**src/rtl/pass_seq_pkg.sv**
```systemverilog
// Shared state encoding and pass codes for the training pass sequencer.
package pass_seq_pkg;

  localparam logic [2:0] ST_IDLE      = 3'b000;
  localparam logic [2:0] ST_F0        = 3'b001;
  localparam logic [2:0] ST_F1        = 3'b010;
  localparam logic [2:0] ST_BWD       = 3'b011;
  localparam logic [2:0] ST_EPOCH_END = 3'b100;
  localparam logic [2:0] ST_DONE      = 3'b101;

  typedef enum logic [2:0] {
    StIdle     = ST_IDLE,
    StF0       = ST_F0,
    StF1       = ST_F1,
    StBwd      = ST_BWD,
    StEpochEnd = ST_EPOCH_END,
    StDone     = ST_DONE
  } state_e;

  // Pass codes are one-hot as {b, f1, f0}.
  localparam logic [2:0] PASS_NONE = 3'b000;
  localparam logic [2:0] PASS_F0   = 3'b001;
  localparam logic [2:0] PASS_F1   = 3'b010;
  localparam logic [2:0] PASS_B    = 3'b100;

  function automatic logic [2:0] pass_code(input state_e st);
    logic [2:0] code;
    case (st)
      StF0:    code = PASS_F0;
      StF1:    code = PASS_F1;
      StBwd:   code = PASS_B;
      default: code = PASS_NONE;
    endcase
    return code;
  endfunction

endpackage

```
**src/rtl/layer_counter.sv**
```systemverilog
// Loadable up/down layer counter with first (zero) and last (MaxVal) flags.
module layer_counter #(
  parameter int unsigned Width  = 2,
  parameter int unsigned MaxVal = 3
) (
  input  logic             clk_i,
  input  logic             rst_i,
  input  logic             en_i,
  input  logic             load_i,
  input  logic [Width-1:0] load_val_i,
  input  logic             step_i,
  input  logic             down_i,
  output logic [Width-1:0] count_o,
  output logic             first_o,
  output logic             last_o
);

  localparam logic [Width-1:0] LastVal = Width'(MaxVal);

  logic [Width-1:0] count_q, count_d;

  always_comb begin
    count_d = count_q;
    if (load_i) begin
      count_d = load_val_i;
    end else if (step_i) begin
      count_d = down_i ? count_q - 1'b1 : count_q + 1'b1;
    end
  end

  always_ff @(posedge clk_i) begin
    if (!rst_i) begin
      count_q <= '0;
    end else if (en_i) begin
      count_q <= count_d;
    end
  end

  assign count_o = count_q;
  assign first_o = (count_q == '0);
  assign last_o  = (count_q == LastVal);

endmodule

```
**src/rtl/pass_sequencer.sv**
```systemverilog
// Sequences F0, F1 and backward layer commands per epoch over a valid/ready/done handshake.
// Define PASS_SEQ_BWD_EN to enable the backward pass; otherwise F1 ends each epoch.
module pass_sequencer
  import pass_seq_pkg::*;
#(
  parameter int unsigned NUM_LAYERS = 4,
  parameter int unsigned EPOCH_W    = 8
) (
  input  logic                          clk_i,
  input  logic                          rst_i,
  input  logic                          en_i,
  input  logic                          start_i,
  input  logic                          abort_i,
  input  logic [EPOCH_W-1:0]            num_epochs_i,
  input  logic                          cmd_ready_i,
  input  logic                          step_done_i,
  output logic                          cmd_valid_o,
  output logic [$clog2(NUM_LAYERS)-1:0] layer_o,
  output logic                          f0_pass_o,
  output logic                          f1_pass_o,
  output logic                          b_pass_o,
  output logic [EPOCH_W-1:0]            epoch_o,
  output logic                          busy_o,
  output logic                          done_o,
  output logic [2:0]                    curr_state_o
);

  localparam int unsigned LW = $clog2(NUM_LAYERS);
  localparam logic [LW-1:0]      LastLayer = LW'(NUM_LAYERS - 1);
  localparam logic [EPOCH_W-1:0] EpochOne  = EPOCH_W'(1);

  state_e             state_q, state_d;
  logic               cmd_valid_q, cmd_valid_d;
  logic               wait_q, wait_d;
  logic [EPOCH_W-1:0] epoch_q, epoch_d;
  logic [EPOCH_W-1:0] target_q, target_d;
  logic [2:0]         pass_q, pass_d;
  logic               busy_q, busy_d;
  logic               done_q, done_d;

  logic          cnt_load, cnt_step, cnt_down;
  logic [LW-1:0] cnt_load_val, cnt_val;
  logic          cnt_first, cnt_last;
  logic          in_pass, pass_last, step_fire;

  layer_counter #(
    .Width  (LW),
    .MaxVal (NUM_LAYERS - 1)
  ) u_layer_counter (
    .clk_i      (clk_i),
    .rst_i      (rst_i),
    .en_i       (en_i),
    .load_i     (cnt_load),
    .load_val_i (cnt_load_val),
    .step_i     (cnt_step),
    .down_i     (cnt_down),
    .count_o    (cnt_val),
    .first_o    (cnt_first),
    .last_o     (cnt_last)
  );

`ifdef PASS_SEQ_BWD_EN
  assign in_pass = (state_q == StF0) || (state_q == StF1) || (state_q == StBwd);
`else
  assign in_pass = (state_q == StF0) || (state_q == StF1);
`endif
  assign pass_last = (state_q == StBwd) ? cnt_first : cnt_last;
  // Done only counts once the command was accepted on an earlier edge.
  assign step_fire = in_pass && wait_q && step_done_i;

  always_comb begin
    state_d      = state_q;
    cmd_valid_d  = cmd_valid_q;
    wait_d       = wait_q;
    epoch_d      = epoch_q;
    target_d     = target_q;
    cnt_load     = 1'b0;
    cnt_load_val = '0;
    cnt_step     = 1'b0;
    cnt_down     = 1'b0;

    if (in_pass) begin
      if (cmd_valid_q && cmd_ready_i) begin
        cmd_valid_d = 1'b0;
        wait_d      = 1'b1;
      end else if (step_fire) begin
        cmd_valid_d = 1'b1;
        wait_d      = 1'b0;
      end
    end

    if (abort_i) begin
      state_d     = StIdle;
      cmd_valid_d = 1'b0;
      wait_d      = 1'b0;
    end else begin
      case (state_q)
        StIdle: begin
          if (start_i) begin
            target_d    = (num_epochs_i == '0) ? EpochOne : num_epochs_i;
            epoch_d     = '0;
            cnt_load    = 1'b1;
            state_d     = StF0;
            cmd_valid_d = 1'b1;
            wait_d      = 1'b0;
          end
        end
        StF0: begin
          if (step_fire) begin
            if (pass_last) begin
              state_d  = StF1;
              cnt_load = 1'b1;
            end else begin
              cnt_step = 1'b1;
            end
          end
        end
        StF1: begin
          if (step_fire) begin
            if (pass_last) begin
`ifdef PASS_SEQ_BWD_EN
              state_d      = StBwd;
              cnt_load     = 1'b1;
              cnt_load_val = LastLayer;
`else
              state_d      = StEpochEnd;
              cmd_valid_d  = 1'b0;
`endif
            end else begin
              cnt_step = 1'b1;
            end
          end
        end
`ifdef PASS_SEQ_BWD_EN
        StBwd: begin
          if (step_fire) begin
            if (pass_last) begin
              state_d     = StEpochEnd;
              cmd_valid_d = 1'b0;
            end else begin
              cnt_step = 1'b1;
              cnt_down = 1'b1;
            end
          end
        end
`endif
        StEpochEnd: begin
          epoch_d = epoch_q + EpochOne;
          if (epoch_d == target_q) begin
            state_d = StDone;
          end else begin
            state_d     = StF0;
            cnt_load    = 1'b1;
            cmd_valid_d = 1'b1;
          end
        end
        StDone: begin
          state_d = StIdle;
        end
        default: begin
          state_d     = StIdle;
          cmd_valid_d = 1'b0;
          wait_d      = 1'b0;
        end
      endcase
    end

`ifdef PASS_SEQ_BWD_EN
    pass_d = pass_code(state_d);
`else
    pass_d = pass_code(state_d) & ~PASS_B;
`endif
    busy_d = (state_d != StIdle) && (state_d != StDone);
    done_d = (state_d == StDone);
  end

  always_ff @(posedge clk_i) begin
    if (!rst_i) begin
      state_q     <= StIdle;
      cmd_valid_q <= 1'b0;
      wait_q      <= 1'b0;
      epoch_q     <= '0;
      target_q    <= '0;
      pass_q      <= PASS_NONE;
      busy_q      <= 1'b0;
      done_q      <= 1'b0;
    end else if (en_i) begin
      state_q     <= state_d;
      cmd_valid_q <= cmd_valid_d;
      wait_q      <= wait_d;
      epoch_q     <= epoch_d;
      target_q    <= target_d;
      pass_q      <= pass_d;
      busy_q      <= busy_d;
      done_q      <= done_d;
    end
  end

  assign cmd_valid_o  = cmd_valid_q;
  assign layer_o      = cnt_val;
  assign f0_pass_o    = pass_q[0];
  assign f1_pass_o    = pass_q[1];
  assign b_pass_o     = pass_q[2];
  assign epoch_o      = epoch_q;
  assign busy_o       = busy_q;
  assign done_o       = done_q;
  assign curr_state_o = state_q;

endmodule

```
**config.mk**
```make
export PLATFORM = sky130hd
export DESIGN_NAME = pass_sequencer
export DESIGN_NICKNAME = d
export VERILOG_FILES = /design/src/rtl/pass_seq_pkg.sv /design/src/rtl/layer_counter.sv /design/src/rtl/pass_sequencer.sv
export SDC_FILE = /design/constraint.sdc
export NUM_CORES = 1
export LEC_CHECK = 0
export ABC_AREA = 1
export ABC_CLOCK_PERIOD_IN_PS = 3450
export CAP_MARGIN = 15
export CORE_MARGIN = 10
export CORE_UTILIZATION = 40
export DETAILED_ROUTE_END_ITERATION = 16
export PLACE_DENSITY = 0.76
export SLEW_MARGIN = 20
export SYNTH_ARGS = -nofsm -noshare
export SYNTH_HDL_FRONTEND = slang
export SYNTH_HIERARCHICAL = 1
export SYNTH_SLANG_ARGS = --single-unit
```
**constraint.sdc**
```tcl
create_clock -name clk_i -period 3.45 [get_ports clk_i]
set_clock_uncertainty 0.05 [all_clocks]
set_input_delay 0.69 -clock clk_i [delete_from_list [all_inputs] [get_ports clk_i]]
set_output_delay 0.69 -clock clk_i [all_outputs]
set_load 0.02 [all_outputs]
```
# --- Yosys cells after proc, flatten, opt, wreduce, memory -nomap -nowiden ---
# Cells that the tools add are included.
totals:
  ff_bits: 27
  in_bits: 15
  output_inout_bits: 19
  wordCells: 82
op_classes:
  add_sub_neg: 2
  n_eq_ne: 13
  n_mux: 40
  bitwise: 1
  reduce_logical: 17
ops:
  columns: ["cell", "count"]
  rows:
  - ["2-to-1 mux 1 bit", 23]
  - ["2-to-1 mux 3 bit", 7]
  - ["2-to-1 mux 8 bit", 2]
  - ["case mux 8 bit (2 select lines)", 1]
  - ["equality test 3 x 2 -> 1 bit, second input constant", 4]
  - ["case mux 3 bit (4 select lines)", 1]
  - ["equality test 3 bit, second input constant", 3]
  - ["adder 8 x 1 -> 8 bit, second input constant", 1]
  - ["equality test 8 bit", 1]
  - ["zero test 8 bit", 1]
  - ["AND reduction 4 bit", 2]
  - ["equality test 3 x 1 -> 1 bit, second input constant", 2]
  - ["case mux 2 bit (3 select lines)", 1]
  - ["logical AND 1 bit", 4]
  - ["2-to-1 mux 2 bit", 2]
  - ["case mux 1 bit (4 select lines)", 1]
  - ["nonzero test 2 bit", 2]
  - ["OR reduction 2 bit", 2]
  - ["OR reduction 4 bit", 1]
  - ["zero test 3 bit", 1]
  - ["!= test 3 bit, second input constant", 1]
  - ["case mux 1 bit (3 select lines)", 1]
  - ["nonzero test 3 bit", 1]
  - ["adder 2 x 1 -> 2 bit, second input constant", 1]
  - ["other kinds (7)", 7]

# --- Longest topological paths before layout ---
logic_depth:
  word_depth: 11
  mapped_depth: 16
  mapped_depth_nobuf: 16

# --- By module ---
# Netlist, hierarchy kept.
by_module_without_submodules:
  columns: ["module", "n_inst", "cells_each", "area_each_um2", "seq_area_each_um2"]
  rows:
  - ["pass_sequencer", 1, 226, 1473.9, 500.5]
  - ["layer_counter", 1, 26, 148.9, 40.0]

# --- Least setup slack after synthesis ---
# No wires, ideal clock.
synth_timing:
  path_kind: "reg-to-reg"
  start: "register epoch_q[0] (netlist: epoch_o[0])"
  end: "register u_layer_counter.count_q[1] (netlist: u_layer_counter/count_o[1])"
  setup_time_ns: 0.114
  t_arrival_ns: 2.003
  t_required_ns: 3.286
  setup_slack_ns: 1.283
  path_stages_with_launch: 17
  path_buffers: 0
  period_less_slack_ns: 2.167
  cell_sequence: "dfxtp_1 ha_1 nand2_2 nor2_4 nand2_1 nand2_1 nand2_1 nor2_2 nor2_2 nand3_1 a21oi_1 a21oi_1 inv_1 nor2_1 nor2_1 nand2_1 a21oi_2"
synth_between:
  elab_chain_len: 7
  elab_cells_between_ends: 8
  cone_classes: "add/sub (1); eq/ne (1); mux (4); reduce/logical (2)"
synth_lines:
  columns: ["element", "line_no", "rtl"]
  rows:
  - ["from (decl)", "pass_sequencer.sv:35", "logic [EPOCH_W-1:0] epoch_q, epoch_d;"]
  - ["from (signal assigned)", "pass_sequencer.sv:191", "epoch_q <= epoch_d;"]
  - ["adder 8 x 1 -> 8 bit *", "pass_sequencer.sv:148", "epoch_d = epoch_q + EpochOne;"]
  - ["equality test 8 bit *", "pass_sequencer.sv:149", "if (epoch_d == target_q) begin"]
  - ["2-to-1 mux 1 bit *", "pass_sequencer.sv:149", null]
  - ["case mux 1 bit (3 select lines) *", "pass_sequencer.sv:97", "case (state_q)"]
  - ["2-to-1 mux 1 bit *", "pass_sequencer.sv:92", "if (abort_i) begin"]
  - ["net cnt_load", "pass_sequencer.sv:41", "logic cnt_load, cnt_step, cnt_down;"]
  - ["nonzero test 2 bit (no line)", null, null]
  - ["AND reduction 2 bit (no line)", null, null]
  - ["to (signal assigned)", "layer_counter.sv:35", "count_q <= count_d;"]
  - ["to (decl)", "layer_counter.sv:20", "logic [Width-1:0] count_q, count_d;"]
# Mark *: on every way through the listed nets, which the timed path passes. The rest lies on a longest branch.
# A chain may end at the register's enable or synchronous reset.

# --- Worst setup path in the final report ---
layout_timing:
  start: "register epoch_q[0] (netlist: epoch_o[0])"
  end: "register u_layer_counter.count_q[0] (netlist: u_layer_counter/count_o[0])"
# Same word-level chain as after synthesis.

==> impl_metrics.ini <==
[setup_path]
cp_slowest_cell = dfxtp_1
crit_family = compound AO/OA/AOI/OAI gates
r2r-start = epoch_o[0]
start_kind = flop
cp-end-kind = flop
critPathBufInv = 0
r2r_cells = 13
cpPeakStageDelay_ns = 0.46
path_class = reg2reg
r2r_end = u_layer_counter/count_o[0]
critPathMaxFanout = 6
worstPathArrival_ns = 2.54
required_ns = 3.61
cp_common_cell = a21oi_1
crit_path_cell_trace = ha_1 -> nand2_2 -> nor2_4 -> nand3_1 -> nand2_1 -> nor2_1 -> nor2_1 -> nand3_1 -> a21oi_1 -> a21oi_1 -> o21ai_2 -> o21ai_0 -> a21oi_1
reg2reg_slack_ns = 1.07

[place]
dp_hpwl_um = 3090
placed_cell_area_mm2 = 0.00200
place.gp.congestion = 0.874
portBuffers = 32
numPlacedInstances = 334

[grt]
antenna_found_initial = 0
grt.total_usage_pct = 10.9
grt_max_degree = 17
grt_pass1_vias = 1530
grt-ovfl-total = 0
grt_pass1_wl_um = 6680

[clock_network]
htree_num_levels = 1
cts_tree = done
numCtsBuffers = 3
clk-insertion-delay-late_ns = 0.28
cts_root_buf = clkbuf_8
cts_num_sinks = 27
cts_hold_buf = 0
clkSlewWorstSetupHoldPaths_ns = 0.10
cts_resized = 0
cts_setup_buffers = 0
clockBufferDepth = 2

[worst_hold_path]
hold_end = pass_q[0]
min-delay-path-class = reg2reg
hp-start = pass_q[0]
min_path_cells = 2

[cells_and_area]
layout-drive-gt1-share_pct = 9.03
design_area_mm2 = 0.00205
diodes = 0
area_growth_pct = 26.3
fin_nets = 305
fin_cells = 338
final_core_utilization_pct = 51.6

[die]
fp.coreArea_mm2 = 0.00397
die_w_um = 83.7
io_pins = 34
dieArea_mm2 = 0.00700
initial_core_util_pct = 40.9
fp-row-count = 23
die_y_um = 83.7

[route]
drt_iter0_drc = 69
remaining_drc_errors = 0
num_vias = 1668
firstDrtPassIters = 4
wl_per_cell_um = 11.7
antenna_left = 0
drt_wl_total_um = 3950
drt-vias-per-instance = 4.93

[power]
p_leak_uw = 0.000825
ir_drop_mv = 0.251
p_per_area_mw_per_mm2 = 301

[sta]
tightest_slew_ns = 0.552
holdWs_ns = 0.423
relSlewSlack_pct = 63.1
setup_viol = 0
setup_tns_ns = 0
max_freq_ghz = 0.421
min_period_over_period_pct = 68.9
hold_violations = 0
slew_violations = 0
min_period_ns = 2.38
rsz0062_at_grt = false

[synth]
synth.avg_cell_area_um2 = 6.44
ys_ff_latch = 27
synth_cell_type_count = 29
yosysSeqAreaShare_pct = 33.3
syn_inst = 252
syn-cell-area_mm2 = 0.00162
yosys_warnings = 6

[job]
drv_cap = 0

[outcome]
outcome = finished clean
==> worst min-delay path: cells and delay by family, from the launching register on <==
kind	cells	cell delay [ns]
compound gates	1	0.06
flops	1	0.32
simple gates	1	0.06
==> cells in the final DEF (no fill, tap or decap) <==
cell	n
a21oi_1	26
clkdlybuf4s50_1	32
conb_1	5
o211ai_1	1
xor2_1	1
inv_1	32
xnor2_1	1
dfxtp_1	27
nor3_1	3
nand3_2	3
o21ai_0	12
inv_2	3
o21bai_1	1
nor4_1	2
nor2_1	17
clkinvlp_4	1
ha_1	1
clkbuf_8	3
nor2_4	3
nand4_1	2
nor2_2	4
a211oi_1	3
o21ai_1	1
a21oi_2	2
nand2_2	4
o21ai_2	2
nor2_8	1
nand3_1	28
nand2_1	67
==> how the worst max path moves through the flow <==
stage | endpoint | start | slack [ns] | depth (start not counted)
after floorplan | u_layer_counter/count_o[1] | epoch_o[0] | 1.28 | 16
after global placement | epoch_o[5] | en_i | 0.94 | 7
after detailed placement | epoch_o[5] | en_i | 0.85 | 7
after CTS | u_layer_counter/count_o[0] | epoch_o[0] | 1.08 | 13
after global routing | u_layer_counter/count_o[1] | epoch_o[0] | 0.73 | 16
final | u_layer_counter/count_o[0] | epoch_o[0] | 1.07 | 13
==> state kept, by name, indices dropped and copies added (netlist names) <==
register,flops
wait_q,1
pass_q,2
cmd_valid_o,1
epoch_o,8
curr_state_o,3
busy_o,1
target_q,8
u_layer_counter/count_o,2
done_o,1
==> cells by family (layout without fill, tap and decap cells) <==
group | after synthesis | after routing | share of synthesized area [%]
AOI/OAI and AO/OA | 48 | 48 | 16.5
adders and majority gates | 1 | 1 | 0.771
buffers and inverters | 39 | 71 | 9.33
and+or+nand+nor | 134 | 134 | 38.8
xor gates and xnor gates | 2 | 2 | 1.08
DFF | 27 | 27 | 33.3
other | 1 | 5 | 0.231
==> power by group <==
part           total (uW)  switching (uW)  leakage, uW  internal, uW
clock network         188             106    0.0000217          82.2
logic                 100            56.9     0.000584          43.0
registers             329            7.68     0.000219           321
total                 617             171     0.000825           446
==> synthesized netlist by cell type <==
cell type   n  area share (%)
a211oi_1    3             1.4
a21oi_1    26             8.0
a21oi_2     2             1.1
buf_2       1            0.31
buf_4       1            0.46
clkbuf_1    2            0.46
conb_1      1            0.23
dfxtp_1    27              33
ha_1        1            0.77
inv_1      32             7.4
inv_2       3            0.69
nand2_1    67              15
nand2_2     4             1.5
nand3_1    28             8.6
nand3_2     3             1.9
nand4_1     2            0.77
nor2_1     17             3.9
nor2_2      4             1.5
nor2_4      3             2.1
nor2_8      1             1.2
nor3_1      3            0.92
nor4_1      2            0.77
o211ai_1    1            0.46
o21ai_0    12             3.7
o21ai_1     1            0.31
o21ai_2     2             1.1
o21bai_1    1            0.46
xnor2_1     1            0.54
xor2_1      1            0.54
==> metrics by stage <==
| step | total power (uW) | setup slack [ns] |
|---|---|---|
| 5_1_grt | 648 | 0.725 |
| 6_report | 617 | 1.07 |
| 2_1_floorplan | 395 | 1.28 |
| 4_1_cts | 621 | 1.08 |
| 3_5_place_dp | 436 | 0.845 |
| 3_3_place_gp | 435 | 0.944 |
==> final cells by class <==
class / instances / area, um^2
multi-input combinational: 190 / 946
timing repair buffer: 32 / 320
tap: 50 / 62.6
clock inverter: 1 / 7.51
fill: 417 / 1920
clock buffer: 3 / 41.3
inverter: 35 / 131
sequential: 27 / 541
==> metal layers <==
metal / up-vias / global-route usage [%] / routed length (um)
met1: 734 / 12.2 / 1730
li1: 882 / - / -
met4: 0 / 2.89 / 45
met2: 46 / 18.5 / 1890
met3: 6 / 4.30 / 283
met5: - / 0 / 0
(Power assumes the default switching activity.)
